### config.mk
export PLATFORM = sky130hd
export DESIGN_NAME = bid_requester_flat
export DESIGN_NICKNAME = d
export VERILOG_FILES = /design/src/rtl/bid_requester_if.sv /design/src/rtl/bid_requester.sv /design/src/flat_wrapper.sv
export SDC_FILE = /design/constraint.sdc
export NUM_CORES = 1
export LEC_CHECK = 0
export BUFFER_PORTS_ARGS = -buffer_cell sky130_fd_sc_hd__buf_2
export CORE_UTILIZATION = 40
export DETAILED_ROUTE_END_ITERATION = 8
export PLACE_DENSITY = 0.65
export SKIP_CTS_REPAIR_TIMING = 1
export SLEW_MARGIN = 15
export SYNTH_ARGS = -nofsm -noshare
export SYNTH_HDL_FRONTEND = slang
export SYNTH_SLANG_ARGS = --single-unit
export TNS_END_PERCENT = 30
### constraint.sdc
create_clock -name clk -period 9.35 [get_ports clk]
set_clock_uncertainty 0.2 [all_clocks]
set_input_delay 0 -clock clk [delete_from_list [all_inputs] [get_ports clk]]
set_output_delay 0 -clock clk [all_outputs]
set_load 0.02 [all_outputs]
### src/rtl/bid_requester_if.sv
// Bid requester bus bundle.
// Groups the request handshake, the arbiter bid/grant pair and the transfer
// status outputs of one bid_requester instance.
//   slave  : used by bid_requester (takes requests and grant, drives bid/status)
//   master : used by the request source / arbiter side
//   req_valid/req_ready/req_pri/req_len : request handshake
//   grant/bid                           : arbiter connection
//   xfer_valid/xfer_last/done           : burst progress
//   starved/spur_grant/balance          : status
interface bid_requester_if #(
  parameter int unsigned BID_W = 4,
  parameter int unsigned LEN_W = 4,
  parameter int unsigned BAL_W = 10
);
  logic             req_valid;
  logic             req_ready;
  logic [BID_W-1:0] req_pri;
  logic [LEN_W-1:0] req_len;
  logic             grant;
  logic [BID_W-1:0] bid;
  logic             xfer_valid;
  logic             xfer_last;
  logic             done;
  logic             starved;
  logic             spur_grant;
  logic [BAL_W-1:0] balance;

  modport slave (
    input  req_valid, req_pri, req_len, grant,
    output req_ready, bid, xfer_valid, xfer_last, done, starved, spur_grant, balance
  );

  modport master (
    output req_valid, req_pri, req_len, grant,
    input  req_ready, bid, xfer_valid, xfer_last, done, starved, spur_grant, balance
  );
endinterface

### src/rtl/bid_requester.sv
// Master-side companion to the 4-master weighted bid arbiter.
// Accepts one request (priority + beat count) at a time, bids toward the
// arbiter, runs the burst while granted (resuming after pre-emption), mirrors
// the arbiter's balance accounting and flags starvation.
// Ports:
//   clk   : rising-edge clock
//   rst_n : asynchronous active-low reset
//   bus   : bid_requester_if.slave (request handshake, grant/bid, status)
module bid_requester #(
  parameter int unsigned BID_W         = 4,
  parameter int unsigned LEN_W         = 4,
  parameter int unsigned BAL_W         = 10,
  parameter int unsigned BAL_INIT      = 750,
  parameter int unsigned REFILL_PERIOD = 400,
  parameter int unsigned REFILL_AMT    = 750,
  parameter int unsigned BAL_CAP       = 900,
  parameter int unsigned STARVE_LIMIT  = 60
) (
  input  logic           clk,
  input  logic           rst_n,
  bid_requester_if.slave bus
);

  localparam int unsigned REF_W  = $clog2(REFILL_PERIOD + 1);
  localparam int unsigned WAIT_W = $clog2(STARVE_LIMIT + 1);

  localparam logic [REF_W-1:0]  REF_LAST    = REF_W'(REFILL_PERIOD);
  localparam logic [WAIT_W-1:0] WAIT_MAX    = WAIT_W'(STARVE_LIMIT);
  localparam logic [BAL_W:0]    AMT_X       = (BAL_W+1)'(REFILL_AMT);
  localparam logic [BAL_W:0]    CAP_X       = (BAL_W+1)'(BAL_CAP);
  localparam logic [BAL_W-1:0]  BID_MAX_BAL = BAL_W'((2**BID_W) - 1);

  typedef enum logic [1:0] {
    IDLE,
    BID,
    XFER
  } state_e;

  state_e            state_q, state_d;
  logic [BID_W-1:0]  pri_q, pri_d;
  logic [BID_W-1:0]  bid_q, bid_d;
  logic [LEN_W-1:0]  rem_q, rem_d;
  logic [BAL_W-1:0]  bal_q, bal_d;
  logic [REF_W-1:0]  ref_q, ref_d;
  logic [WAIT_W-1:0] wait_q, wait_d;
  logic              starved_q, starved_d;
  logic              done_q, done_d;
  logic              spur_q, spur_d;
  logic              ready_q, ready_d;

  logic              beat;
  logic              refill;
  logic [BAL_W:0]    bal_deb;
  logic [BAL_W:0]    bal_sum;

  // Beats follow grant combinationally: zero-cycle latency from grant.
  assign beat   = (state_q != IDLE) && bus.grant;
  assign refill = (ref_q == REF_LAST);

  // Balance: debit (floored at 1) first, then refill, then cap.
  always_comb begin
    bal_deb = {1'b0, bal_q};
    if (beat) begin
      bal_deb = (bal_q > BAL_W'(bid_q)) ? ({1'b0, bal_q} - (BAL_W+1)'(bid_q))
                                        : (BAL_W+1)'(1);
    end
    bal_sum = bal_deb + (refill ? AMT_X : '0);
    bal_d   = (refill && (bal_sum > CAP_X)) ? BAL_W'(BAL_CAP) : bal_sum[BAL_W-1:0];
    ref_d   = refill ? '0 : ref_q + 1'b1;
  end

  always_comb begin
    state_d = state_q;
    pri_d   = pri_q;
    rem_d   = rem_q;
    wait_d  = wait_q;
    done_d  = 1'b0;
    spur_d  = (state_q == IDLE) && bus.grant;

    case (state_q)
      IDLE: begin
        if (bus.req_valid && ready_q) begin
          state_d = BID;
          pri_d   = (bus.req_pri == '0) ? BID_W'(1) : bus.req_pri;
          rem_d   = (bus.req_len == '0) ? LEN_W'(1) : bus.req_len;
          wait_d  = '0;
        end
      end
      BID, XFER: begin
        if (beat) begin
          rem_d  = rem_q - 1'b1;
          wait_d = '0;
          if (rem_q == LEN_W'(1)) begin
            state_d = IDLE;
            done_d  = 1'b1;
          end else begin
            state_d = XFER;
          end
        end else begin
          // Pre-empted in XFER falls back to BID; only BID cycles count as waiting.
          state_d = BID;
          if ((state_q == BID) && (wait_q != WAIT_MAX)) begin
            wait_d = wait_q + 1'b1;
          end
        end
      end
      default: state_d = IDLE;
    endcase

    starved_d = (wait_d == WAIT_MAX);
    ready_d   = (state_d == IDLE);

    // Bid is registered from next-state values so it is valid the cycle after accept.
    if (state_d == IDLE) begin
      bid_d = '0;
    end else if (starved_d && (bal_d > BID_MAX_BAL)) begin
      bid_d = '1;
    end else if (bal_d > BAL_W'(pri_d)) begin
      bid_d = pri_d;
    end else begin
      bid_d = BID_W'(1);
    end
  end

  always_ff @(posedge clk or negedge rst_n) begin
    if (!rst_n) begin
      state_q   <= IDLE;
      pri_q     <= '0;
      bid_q     <= '0;
      rem_q     <= '0;
      bal_q     <= BAL_W'(BAL_INIT);
      ref_q     <= '0;
      wait_q    <= '0;
      starved_q <= 1'b0;
      done_q    <= 1'b0;
      spur_q    <= 1'b0;
      ready_q   <= 1'b1;
    end else begin
      state_q   <= state_d;
      pri_q     <= pri_d;
      bid_q     <= bid_d;
      rem_q     <= rem_d;
      bal_q     <= bal_d;
      ref_q     <= ref_d;
      wait_q    <= wait_d;
      starved_q <= starved_d;
      done_q    <= done_d;
      spur_q    <= spur_d;
      ready_q   <= ready_d;
    end
  end

  assign bus.req_ready  = ready_q;
  assign bus.bid        = bid_q;
  assign bus.xfer_valid = beat;
  assign bus.xfer_last  = beat && (rem_q == LEN_W'(1));
  assign bus.done       = done_q;
  assign bus.starved    = starved_q;
  assign bus.spur_grant = spur_q;
  assign bus.balance    = bal_q;

endmodule

### src/flat_wrapper.sv
// flat-port wrapper written by rule: the top's interface ports become plain ports
module bid_requester_flat 
#(
  parameter int unsigned BID_W         = 4,
  parameter int unsigned LEN_W         = 4,
  parameter int unsigned BAL_W         = 10,
  parameter int unsigned BAL_INIT      = 750,
  parameter int unsigned REFILL_PERIOD = 400,
  parameter int unsigned REFILL_AMT    = 750,
  parameter int unsigned BAL_CAP       = 900,
  parameter int unsigned STARVE_LIMIT  = 60
)
  (clk, rst_n, bus_req_valid, bus_req_pri, bus_req_len, bus_grant, bus_req_ready, bus_bid, bus_xfer_valid, bus_xfer_last, bus_done, bus_starved, bus_spur_grant, bus_balance);
  bid_requester_if #(.BID_W(BID_W), .LEN_W(LEN_W), .BAL_W(BAL_W)) bus_i ();
  input  logic clk;
  input  logic rst_n;
  input wire logic [$bits(bus_i.req_valid)-1:0] bus_req_valid;
  input wire logic [$bits(bus_i.req_pri)-1:0] bus_req_pri;
  input wire logic [$bits(bus_i.req_len)-1:0] bus_req_len;
  input wire logic [$bits(bus_i.grant)-1:0] bus_grant;
  output wire logic [$bits(bus_i.req_ready)-1:0] bus_req_ready;
  output wire logic [$bits(bus_i.bid)-1:0] bus_bid;
  output wire logic [$bits(bus_i.xfer_valid)-1:0] bus_xfer_valid;
  output wire logic [$bits(bus_i.xfer_last)-1:0] bus_xfer_last;
  output wire logic [$bits(bus_i.done)-1:0] bus_done;
  output wire logic [$bits(bus_i.starved)-1:0] bus_starved;
  output wire logic [$bits(bus_i.spur_grant)-1:0] bus_spur_grant;
  output wire logic [$bits(bus_i.balance)-1:0] bus_balance;
  assign bus_i.req_valid = bus_req_valid;
  assign bus_i.req_pri = bus_req_pri;
  assign bus_i.req_len = bus_req_len;
  assign bus_i.grant = bus_grant;
  assign bus_req_ready = bus_i.req_ready;
  assign bus_bid = bus_i.bid;
  assign bus_xfer_valid = bus_i.xfer_valid;
  assign bus_xfer_last = bus_i.xfer_last;
  assign bus_done = bus_i.done;
  assign bus_starved = bus_i.starved;
  assign bus_spur_grant = bus_i.spur_grant;
  assign bus_balance = bus_i.balance;
  bid_requester #(.BID_W(BID_W), .LEN_W(LEN_W), .BAL_W(BAL_W), .BAL_INIT(BAL_INIT), .REFILL_PERIOD(REFILL_PERIOD), .REFILL_AMT(REFILL_AMT), .BAL_CAP(BAL_CAP), .STARVE_LIMIT(STARVE_LIMIT)) u_core (.clk(clk), .rst_n(rst_n), .bus(bus_i));
endmodule
==> results.md, run 1 <==
- Total CTS buffers: 5
- Most frequent standard cell in the layout excluding fill and tap cells: dfrtp_1
- Total core area: between 7000 and 8000 um^2
- Leak Pwr: around 1.6 nW
- Crit share post-route: ~62%
- Initial antenna violation count: 0
- Setup slack of the critical path after layout: 3550 ps
- Share of flip-flops with an asynchronous set or reset after synthesis: between 90% and 100%
- Main flop type after synthesis: dfrtp_1
- Worst-Margin Slew: around 960 ps
- Unrepaired setup endpoints after global routing: no
- Leading cell types by total area after synthesis: dfrtp_1, ha_1, dfstp_2
- Count of input and output buffers: 31
- Tightest slew margin relative to the limit: between 30 and 40%
- Number of flops mapped to enable cells by yosys: 0
- Congestion Overflow GR: 0
- Cell count after synthesis: 326
- Worst path top cell family by delay: compound AO/OA/AOI/OAI gates
- Avg Synthesized Cell Area: approximately 9 um^2
- Crit path max-delay cell type: dfstp_2
- Sinks on Clock Net: 43
- Area added between synthesis and finish: 15.5%
- Stage delay of the slowest cell on the critical path: ~570 ps
- Post-Route Setup TNS: 0 ps
- Ports: 32
- First drt pass iteration count: 4
- Buffer and inverter count on the worst path: 0
- Number of distinct library cells after synthesis: 64
- Post-Synthesis Net Count: between 300 and 400
- Sequential area share after synthesis: between 30 and 40%
- DPL Wire Length: 5140 um
- Via count of the first global-routing pass: 2306
- Post-layout net count: between 400 and 500
- Worst Setup Start Kind: flip-flop
- Antenna Violating Nets Remaining: 0
- Number of DRC markers in iteration 0: between 150 and 200
- FMAX: 0.172 GHz
- Classification of the worst-slack hold path: in2reg
- FF+latch area: 1090 um^2
- Total Die Area: 7830 um^2
- Post-Route Hold Slack: -6.00 ps
- Flip-flop and latch count after synthesis: 43
- Mean routed wirelength per cell: about 14 um
- Failing checks: negative hold slack
- IR drop worst, VDD: between 0.1 and 0.15 mV
- Final routed wirelength across all metal layers: a little under 7000 um
- Kind of end point of the critical path: flip-flop
- Per-cell via count in the routed design: 5.48
- Initial Utilization: 41.3%
- Post-synthesis instance area: around 3000 um^2
- DRC viols: 0
- Placement Rows: 31
- Die W: 88.5 um
- Clock slew at the register clock pins of the worst setup and hold paths: approximately 80 ps
- Worst-path fanout max: 7
- Number of failing hold endpoints at the final stage: 1
- Final slew viol count: 0
- Total vias in the final route: 2572
- Crit Path Class: reg2reg
- GRT Resource Usage Total: approximately 18%
- Area of the multi-input gates: 1760 um^2
- Fill count: 698
- Power per standard cell area: between 300 and 400 nW/um^2
- Final weighted congestion of routability-driven global placement: approximately 0.9
- Crit path time final: around 5800 ps
- Clock root cell: clkbuf_8
- Run status: finished with violations
- Area leader, netlist: dfrtp_1
- Reported max-cap violation count: 0
- Insertion delay to the later sink of the worst-skew pair: ~290 ps
- Post-placement worst setup slack: roughly 3600 ps
- Worst Path Arrival: 5790 ps
- Yosys top cell area share: roughly 29%
- Number of failing setup endpoints in the final timing report: 0
- WP data required: around 9300 ps
- CTS H-Tree Depth: 2
- Diodes inserted: 0
- Synth warn: 0
- Critical path cell sequence: ha_1, nor2_1, a2111o_1, a21o_2, o31ai_1, ha_1, a21o_1, a21oi_1, or4_1, o21ai_2, or3_1, a21oi_1, nand4b_1, and3_1, ha_1, nor2b_1, o21ai_0, nand2b_1, a21oi_1, a41o_1, and4_1, o32ai_1
- Most frequent cells in the layout: dfrtp_1, buf_2, inv_1, nor2_1
- Fraction of layout cells with a size suffix above 1: 16.5%
- Maximum buffer depth of the clock tree: 2
- Pin count of the biggest net entering global routing: 44
- Global-route wire length before repair: ~11000 um
- TritonCTS clock tree: built
- Die span in y: between 80 and 90 um
layout make-up:
class                           instances  share of cell area [%]
Timing Repair Buffer                   41                    7.38
Tap cell                               99                    3.58
Clock inverter                          3                    1.27
Multi-Input combinational cell        247                    51.0
Clock buffer                            5                    1.99
Sequential cell                        43                    31.4
Inverter                               31                    3.37
tightest hold or removal path: cells and delay by family:
kind	cells	cell delay [ps]
AOI/OAI and AO/OA	1	190
and+or+nand+nor	1	90
buffers and inverters	1	100
logic make-up (layout without fill, tap and decap cells):
logic type	Yosys count	after routing	share of synthesized area, %
compound gates	77	77	18.5
xor+xnor	18	18	5.27
fa+ha+maj	26	26	11.4
buf+inv	36	80	4.85
flops	43	43	36.3
mux	8	8	2.67
simple gates	118	118	21.1
registers in the layout (all words and copies together), names as in the netlist:
signal,count
u_core.state_q,2
u_core.ref_q,9
u_core.bus.spur_grant,1
u_core.bus.bid,4
u_core.bus.balance,10
u_core.wait_q,6
u_core.bus.req_ready,1
u_core.rem_q,4
u_core.bus.done,1
u_core.bus.starved,1
u_core.pri_q,4
layer usage:
| layer | GRT usage, % | part of all wire [%] | vias up |
|---|---|---|---|
| li1 | - | - | 1272 |
| met2 | 28.7 | 47 | 62 |
| met5 | 0 | 0 | - |
| met4 | 5.87 | 2.0 | 0 |
| met1 | 26.1 | 48 | 1226 |
| met3 | 2.52 | 3.5 | 12 |
path summary, 6_finish.rpt:
check / cells past startpoint / from / slack, ps / to
min: 3 / bus_req_pri[0] / -6 / u_core.pri_q[0]$_DFF_PN0_
max reg2reg: 22 / u_core.bus.balance[2]$_DFF_PN1_ / 3550 / u_core.bus.bid[1]$_DFF_PN0_
min in group asynchronous: 2 / rst_n / 180 / u_core.bus.done$_DFF_PN0_
max in group asynchronous: 2 / rst_n / 8160 / u_core.bus.bid[3]$_DFF_PN0_
min reg2reg: 1 / u_core.ref_q[5]$_DFF_PN0_ / 300 / u_core.ref_q[5]$_DFF_PN0_
max: 22 / u_core.bus.balance[2]$_DFF_PN1_ / 3550 / u_core.bus.bid[1]$_DFF_PN0_
synth_stat cells (4+ instances only):
cell type and number:
a21o_1 4, a21oi_1 17, a31oi_1 8, and2_1 4, and3_1 5, and4_1 4, dfrtp_1 35, dfstp_2 8
ha_1 24, inv_1 30, mux2i_1 8, nand2_1 24, nand2b_1 5, nand3_1 14, nand4_1 5, nor2_1 25
nor3_1 8, o21ai_0 12, or3_1 5, xnor2_1 11, xor2_1 7
per-stage QoR:
stage	hold WS (ps)	utilization (%)	instances	area [um^2]	power (mW)
floorplan	-496	-	326	2990	0.780
global placement	21.1	44.7	451	3240	0.922
detailed placement	18.8	44.7	451	3240	0.931
CTS	-306	46.3	459	3360	1.08
global route	98.6	47.7	469	3460	1.18
finish	-6.00	47.7	469	3460	1.08
report_power, final:
part,total [mW],internal [mW],leakage [nW],switching (mW)
registers,0.309,0.255,0.526,0.0541
logic,0.628,0.244,1.05,0.384
clock network,0.148,0.0797,0.0581,0.0681
total,1.08,0.579,1.63,0.506
No activity file was read; power rests on OpenSTA's default activity.
==> run 2, diff against run 1 <==
--- a/config.mk
+++ b/config.mk
@@ -5,10 +5,11 @@
 export SDC_FILE = /design/constraint.sdc
 export NUM_CORES = 1
 export LEC_CHECK = 0
+export ABC_AREA = 1
 export BUFFER_PORTS_ARGS = -buffer_cell sky130_fd_sc_hd__buf_2
 export CORE_UTILIZATION = 40
 export DETAILED_ROUTE_END_ITERATION = 8
-export PLACE_DENSITY = 0.65
+export PLACE_DENSITY = 0.67
 export SKIP_CTS_REPAIR_TIMING = 1
 export SLEW_MARGIN = 15
 export SYNTH_ARGS = -nofsm -noshare
==> constraint.sdc (replaced) <==
create_clock -name clk -period 4.7 [get_ports clk]
set_clock_uncertainty 0.2 [all_clocks]
set_input_delay 0 -clock clk [delete_from_list [all_inputs] [get_ports clk]]
set_output_delay 0 -clock clk [all_outputs]
set_load 0.02 [all_outputs]
==> results.md, run 2 <==
- Leak Pwr: 1.91 nW (was 1.63 nW)
- Tightest slew margin relative to the limit: 37.9% (was 36.1%)
- Final slew viol count: 0 (unchanged)
- Number of failing hold endpoints at the final stage: 0 (was 1)
- Crit path time final: 4360 ps (was 5800 ps)
- Via count of the first global-routing pass: 2693 (was 2306)
- Insertion delay to the later sink of the worst-skew pair: 300 ps (was 290 ps)
- Most frequent standard cell in the layout excluding fill and tap cells: nand2_1 (was dfrtp_1)
- FF+latch area: 1090 um^2 (unchanged)
- Final routed wirelength across all metal layers: 6940 um (was 6760 um)
- Avg Synthesized Cell Area: 7.62 um^2 (was 9.18 um^2)
- Die span in y: 90.4 um (was 88.5 um)
- Mean routed wirelength per cell: 12.4 um (was 14.4 um)
- Reported max-cap violation count: 0 (unchanged)
- Clock slew at the register clock pins of the worst setup and hold paths: 90 ps (was 80 ps)
- Stage delay of the slowest cell on the critical path: 600 ps (was 570 ps)
- Total core area: 7410 um^2 (was 7250 um^2)
- DPL Wire Length: 5400 um (was 5140 um)
- Cell depth of the worst setup path: 33 (was 22)
- Pin count of the biggest net entering global routing: 44 (unchanged)
- First drt pass iteration count: 4 (unchanged)
- Worst-Margin Slew: 932 ps (was 959 ps)
- Initial Utilization: 42.2% (was 41.3%)
- Most frequent cells in the layout: nand2_1, inv_1, nor2_1, dfrtp_1, buf_2 (was dfrtp_1, buf_2, inv_1, nor2_1)
- Cells on worst reg2reg path: 33 (was 22)
- Crit path from: u_core.bus.balance[3]$_DFF_PN1_ (was u_core.bus.balance[2]$_DFF_PN1_)
- Max FFs per register: 10 (unchanged)
- Count of input and output buffers: 31 (unchanged)
- Leading post-synthesis cells by instance count: nand2_1, inv_1, nor2_1 (was dfrtp_1, inv_1, nor2_1)
- Congestion Overflow GR: 0 (unchanged)
- Buffer and inverter count on the worst path: 5 (was 0)
- Cell count after placement: 538 (was 451)
- Post-Synthesis Net Count: 448 (was 364)
- Flip-flop and latch count after synthesis: 43 (unchanged)
- Initial antenna violation count: 0 (unchanged)
- Number of failing setup endpoints in the final timing report: 0 (unchanged)
- Total Die Area: 8170 um^2 (was 7830 um^2)
- Total vias in the final route: 2693 (was 2572)
- Per-cell via count in the routed design: 4.83 (was 5.48)
- Number of distinct library cells after synthesis: 43 (was 64)
- Fraction of layout cells with a size suffix above 1: 22.7% (was 16.5%)
- Crit path max-delay cell type: dfstp_2 (unchanged)
- Sequential area share after synthesis: 34.8% (was 36.3%)
- Post-placement worst setup slack: 195 ps (was 3600 ps)
- Crit share post-route: 92.8% (was 62.1%)
- TritonCTS clock tree: built (unchanged)
- CTS H-Tree Depth: 2 (unchanged)
- Sinks on Clock Net: 43 (unchanged)
- Kind of end point of the critical path: flip-flop (unchanged)
- Non-filler instance count after layout: 558 (was 469)
- Setup slack of the critical path after layout: 340 ps (was 3550 ps)
- Area of the multi-input gates: 1750 um^2 (was 1760 um^2)
- Cell with the most instances after synthesis: nand2_1 (was dfrtp_1)
- Placement Rows: 31 (unchanged)
- Start of the worst register-to-register path: u_core.bus.balance[3]$_DFF_PN1_ (was u_core.bus.balance[2]$_DFF_PN1_)
- Global-route wire length before repair: 11800 um (was 11100 um)
- Clock root cell: clkbuf_8 (unchanged)
- WP data required: 4690 ps (was 9330 ps)
- FMAX: 0.229 GHz (was 0.172 GHz)
- Die W: 90.4 um (was 88.5 um)
- Yosys top cell area share: 28.0% (was 29.3%)
- Leading cell types by total area after synthesis: dfrtp_1, ha_1, nand2_1 (was dfrtp_1, ha_1, dfstp_2)
- Worst-path fanout max: 7 (unchanged)
- Post-synthesis instance area: 3120 um^2 (was 2990 um^2)
- Post-layout net count: 496 (was 407)
- Antenna Violating Nets Remaining: 0 (unchanged)
- Placed instance area: 3390 um^2 (was 3240 um^2)
- Worst path top cell family by delay: simple AND/OR/NAND/NOR gates (was compound AO/OA/AOI/OAI gates)
- Fill count: 721 (was 698)
- Final weighted congestion of routability-driven global placement: 0.870 (was 0.904)
- Cell count after synthesis: 410 (was 326)
- Total CTS buffers: 5 (unchanged)
- Crit Path Class: reg2reg (unchanged)
- Cell area after layout: 3660 um^2 (was 3460 um^2)
- Run status: finished clean (was finished with violations)
- Area added between synthesis and finish: 17.2% (was 15.5%)
- Ports: 32 (unchanged)
- Number of DRC markers in iteration 0: 91 (was 168)
- Share of flip-flops with an asynchronous set or reset after synthesis: 100% (unchanged)
- Area leader, netlist: dfrtp_1 (unchanged)
- Main flop type after synthesis: dfrtp_1 (unchanged)
- Synth warn: 0 (unchanged)
- Endpoint of the most critical register-to-register path: u_core.bus.bid[1]$_DFF_PN0_ (unchanged)
- Crit path capture: u_core.bus.bid[1]$_DFF_PN0_ (unchanged)
- Maximum buffer depth of the clock tree: 2 (unchanged)
- Post-Route Hold Slack: 177 ps (was -6.00 ps)
- Worst Setup Start Kind: flip-flop (unchanged)
- FF-to-FF setup slack: 340 ps (was 3550 ps)
- DRC viols: 0 (unchanged)
- Diodes inserted: 0 (unchanged)
- Number of flops mapped to enable cells by yosys: 0 (unchanged)
- GRT Resource Usage Total: 17.9% (was 18.3%)
- Classification of the worst-slack hold path: in2async (was in2reg)
- IR drop worst, VDD: 0.400 mV (was 0.141 mV)
- Worst Path Arrival: 4350 ps (was 5790 ps)
- Power per standard cell area: 633 nW/um^2 (was 314 nW/um^2)
==> run 2: logic make-up after synthesis <==
| logic type | share of synthesized area, % |
|---|---|
| simple gates | 30.8 |
| buf+inv | 10.7 |
| compound gates | 9.97 |
| flops | 34.8 |
| fa+ha+maj | 10.9 |
| xor+xnor | 2.84 |
==> run 2: final cells by class <==
type / count / area share (%)
clock inverter: 3 / 1.20
inverter: 81 / 8.30
multi-input combinational: 282 / 47.7
clock buffer: 5 / 1.88
timing repair buffer: 45 / 7.86
tap: 99 / 3.38
sequential: 43 / 29.7
==> run 2: worst reg2reg max path, delay by kind of cell (launching register included) <==
family	cells	cell delay [ps]
AO/OA/AOI/OAI	4	490
AND/OR/NAND/NOR	20	1560
buffers and inverters	5	330
adder cells (fa/ha/maj)	4	1080
flip-flops	1	600
==> run 2: through the flow <==
step | total power, mW | utilization (%) | TNS [ps]
finish | 2.32 | 49.4 | 0
global route | 2.55 | 49.4 | -8.69
CTS | 2.25 | 47.3 | 0
detailed placement | 1.94 | 45.7 | 0
global placement | 1.91 | 45.7 | 0
floorplan | 1.62 | - | 0
==> run 2: worst min path at each step <==
stage / start / to / cells after the start
5_1_grt: rst_n / u_core.pri_q[0]$_DFF_PN0_ / 2
6_report: rst_n / u_core.pri_q[0]$_DFF_PN0_ / 2
3_5_place_dp: rst_n / u_core.pri_q[0]$_DFF_PN0_ / 1
4_1_cts: rst_n / u_core.pri_q[3]$_DFF_PN0_ / 1
2_1_floorplan: rst_n / u_core.bus.balance[0]$_DFF_PN0_ / 0
3_3_place_gp: rst_n / u_core.pri_q[0]$_DFF_PN0_ / 1
==> run 2: metal layers <==
layer	wire length, um	GRT usage [%]	up-vias
li1	-	-	1395
met1	3250	24.0	1247
met2	3370	29.4	42
met3	234	3.45	9
met4	90	5.24	0
met5	0	0	-
==> run 2: where the power goes <==
part           switching [mW]  total [mW]  internal [mW]
Sequential             0.0877       0.596          0.508
Combinational           0.911        1.43          0.515
Clock                   0.138       0.296          0.158
==> run 3, diff against run 2 <==
--- a/config.mk
+++ b/config.mk
@@ -7,7 +7,9 @@
 export LEC_CHECK = 0
 export ABC_AREA = 1
 export BUFFER_PORTS_ARGS = -buffer_cell sky130_fd_sc_hd__buf_2
+export CORE_MARGIN = 4
 export CORE_UTILIZATION = 40
+export CTS_BUF_LIST = sky130_fd_sc_hd__clkbuf_16
 export DETAILED_ROUTE_END_ITERATION = 8
 export PLACE_DENSITY = 0.67
 export SKIP_CTS_REPAIR_TIMING = 1
==> results.md, run 3 (synthesized netlist as in run 2, its figures left out) <==
- Run status: finished clean (unchanged)
- TritonCTS clock tree: built (unchanged)
- First drt pass iteration count: 4 (unchanged)
- Leak Pwr: 1.94 nW (was 1.91 nW)
- Via count of the first global-routing pass: 2604 (was 2693)
- Worst-Margin Slew: 937 ps (was 932 ps)
- Die span in y: 96.4 um (was 90.4 um)
- Power per standard cell area: 635 nW/um^2 (was 633 nW/um^2)
- Cells on worst reg2reg path: 32 (was 33)
- Worst Path Arrival: 4360 ps (was 4350 ps)
- Most frequent cells in the layout: nand2_1, inv_1, nor2_1, dfrtp_1, buf_2 (unchanged)
- DRC viols: 0 (unchanged)
- Fill count: 709 (was 721)
- CTS H-Tree Depth: 2 (unchanged)
- Final routed wirelength across all metal layers: 7080 um (was 6940 um)
- FF+latch area: 1090 um^2 (unchanged)
- Worst-path fanout max: 6 (was 7)
- Post-layout net count: 499 (was 496)
- Total Die Area: 9290 um^2 (was 8170 um^2)
- DPL Wire Length: 5480 um (was 5400 um)
- Met1 Track Usage GR: 21.6% (was 24.0%)
- FF-to-FF setup slack: 310 ps (was 340 ps)
- Met3 capacity usage during global routing: 3.41% (was 3.45%)
- Maximum buffer depth of the clock tree: 2 (unchanged)
- Final weighted congestion of routability-driven global placement: 0.900 (was 0.870)
- IR drop worst, VDD: 0.306 mV (was 0.400 mV)
- Worst Setup Start Kind: flip-flop (unchanged)
- Start of the worst register-to-register path: u_core.bus.balance[2]$_DFF_PN1_ (was u_core.bus.balance[3]$_DFF_PN1_)
- Area of the multi-input gates: 1730 um^2 (was 1750 um^2)
- Endpoint of the most critical register-to-register path: u_core.bus.bid[3]$_DFF_PN0_ (was u_core.bus.bid[1]$_DFF_PN0_)
- Reported max-cap violation count: 0 (unchanged)
- Crit share post-route: 93.4% (was 92.8%)
- Area added between synthesis and finish: 18.5% (was 17.2%)
- Number of DRC markers in iteration 0: 145 (was 91)
- Clock root cell: clkbuf_16 (was clkbuf_8)
- Total CTS buffers: 5 (unchanged)
- Final slew viol count: 0 (unchanged)
- Most frequent standard cell in the layout excluding fill and tap cells: nand2_1 (unchanged)
- Clock slew at the register clock pins of the worst setup and hold paths: 60 ps (was 90 ps)
- Crit path time final: 4390 ps (was 4360 ps)
- Total core area: 7410 um^2 (unchanged)
- Insertion delay to the later sink of the worst-skew pair: 280 ps (was 300 ps)
- FMAX: 0.228 GHz (was 0.229 GHz)
- Initial antenna violation count: 0 (unchanged)
- Sinks on Clock Net: 43 (unchanged)
- Fraction of layout cells with a size suffix above 1: 22.7% (about the same)
- Number of failing hold endpoints at the final stage: 0 (unchanged)
- Number of failing setup endpoints in the final timing report: 0 (unchanged)
- Placement Rows: 31 (unchanged)
- Most used cell along the critical path: nand2_2
- Antenna Violating Nets Remaining: 0 (unchanged)
- Stage delay of the slowest cell on the critical path: 550 ps (was 600 ps)
- Mean routed wirelength per cell: 12.6 um (was 12.4 um)
- Tightest slew margin relative to the limit: 37.5% (was 37.9%)
- GRT Resource Usage Total: 16.3% (was 17.9%)
- Per-cell via count in the routed design: 4.83 (about the same)
- WP data required: 4680 ps (was 4690 ps)
- Congestion Overflow GR: 0 (unchanged)
- Diodes inserted: 0 (unchanged)
- Pin count of the biggest net entering global routing: 44 (unchanged)
- Most used routing layer in global routing: met2 (unchanged)
- Classification of the worst-slack hold path: in2async (unchanged)
- Max FFs per register: 10 (unchanged)
- Placed instance area: 3390 um^2 (unchanged)
- Cell count after placement: 538 (unchanged)
- Ports: 32 (unchanged)
- Die W: 96.4 um (was 90.4 um)
- Cell area after layout: 3700 um^2 (was 3660 um^2)
- Crit path max-delay cell type: dfstp_2 (unchanged)
- Global-route wire length before repair: 11900 um (was 11800 um)
- Count of input and output buffers: 31 (unchanged)
- Kind of end point of the critical path: flip-flop (unchanged)
- Total vias in the final route: 2707 (was 2693)
- Non-filler instance count after layout: 561 (was 558)
- Initial Utilization: 42.2% (unchanged)
- Crit Path Class: reg2reg (unchanged)
- Global routing met2 resource utilization: 27.6% (was 29.4%)
## run 3: how the worst max path moves through the flow
stage                                       end                            start  slack [ps]  cells after the start
finish              u_core.bus.bid[3]$_DFF_PN0_  u_core.bus.balance[2]$_DFF_PN1_         310                     32
global route        u_core.bus.bid[3]$_DFF_PN0_  u_core.bus.balance[2]$_DFF_PN1_          -7                     33
CTS                 u_core.bus.bid[3]$_DFF_PN0_  u_core.bus.balance[3]$_DFF_PN1_          70                     33
detailed placement  u_core.bus.bid[3]$_DFF_PN0_  u_core.bus.balance[2]$_DFF_PN1_         140                     32
global placement    u_core.bus.bid[3]$_DFF_PN0_  u_core.bus.balance[2]$_DFF_PN1_         280                     32
floorplan           u_core.bus.bid[1]$_DFF_PN0_  u_core.bus.balance[2]$_DFF_PN1_         390                     33
## run 3: layout make-up
class,instances,share of cell area (%)
inverter,81,8.28
timing repair buffer,48,8.38
tap,99,3.35
clock buffer,5,3.38
multi-input combinational,282,46.8
clock inverter,3,0.473
sequential,43,29.3
## run 3: per-layer routing
metal  share of wire, %  vias to the layer above
li1                   -                     1403
met1                 47                     1256
met2                 48                       43
met3                3.7                        5
met4               0.88                        0
met5                  0                        -
## run 3: stage by stage
step	power, mW	setup TNS [ps]	hold WS [ps]	worst slack [ps]	utilization, %
6_report	2.35	0	200	312	50.0
3_5_place_dp	1.95	0	7.93	137	45.7
3_3_place_gp	1.92	0	2.69	277	45.7
4_1_cts	2.31	0	-291	69.9	47.7
5_1_grt	2.57	-12.7	319	-6.68	50.0
2_1_floorplan	1.62	0	-496	386	-
## run 3: critical path, delay by kind of cell, from the launching register on
kind                     cells  cell delay (ps)
AO/OA/AOI/OAI                4              540
AND/OR/NAND/NOR             20             1630
flip-flops                   1              550
adder cells (fa/ha/maj)      4             1040
buffers and inverters        4              320
## run 3: power breakdown
group          internal (mW)  switching (mW)  leakage [nW]
clock network          0.196           0.148        0.0716
logic                  0.507           0.913          1.35
registers              0.509          0.0794         0.518
total                   1.21            1.14          1.94
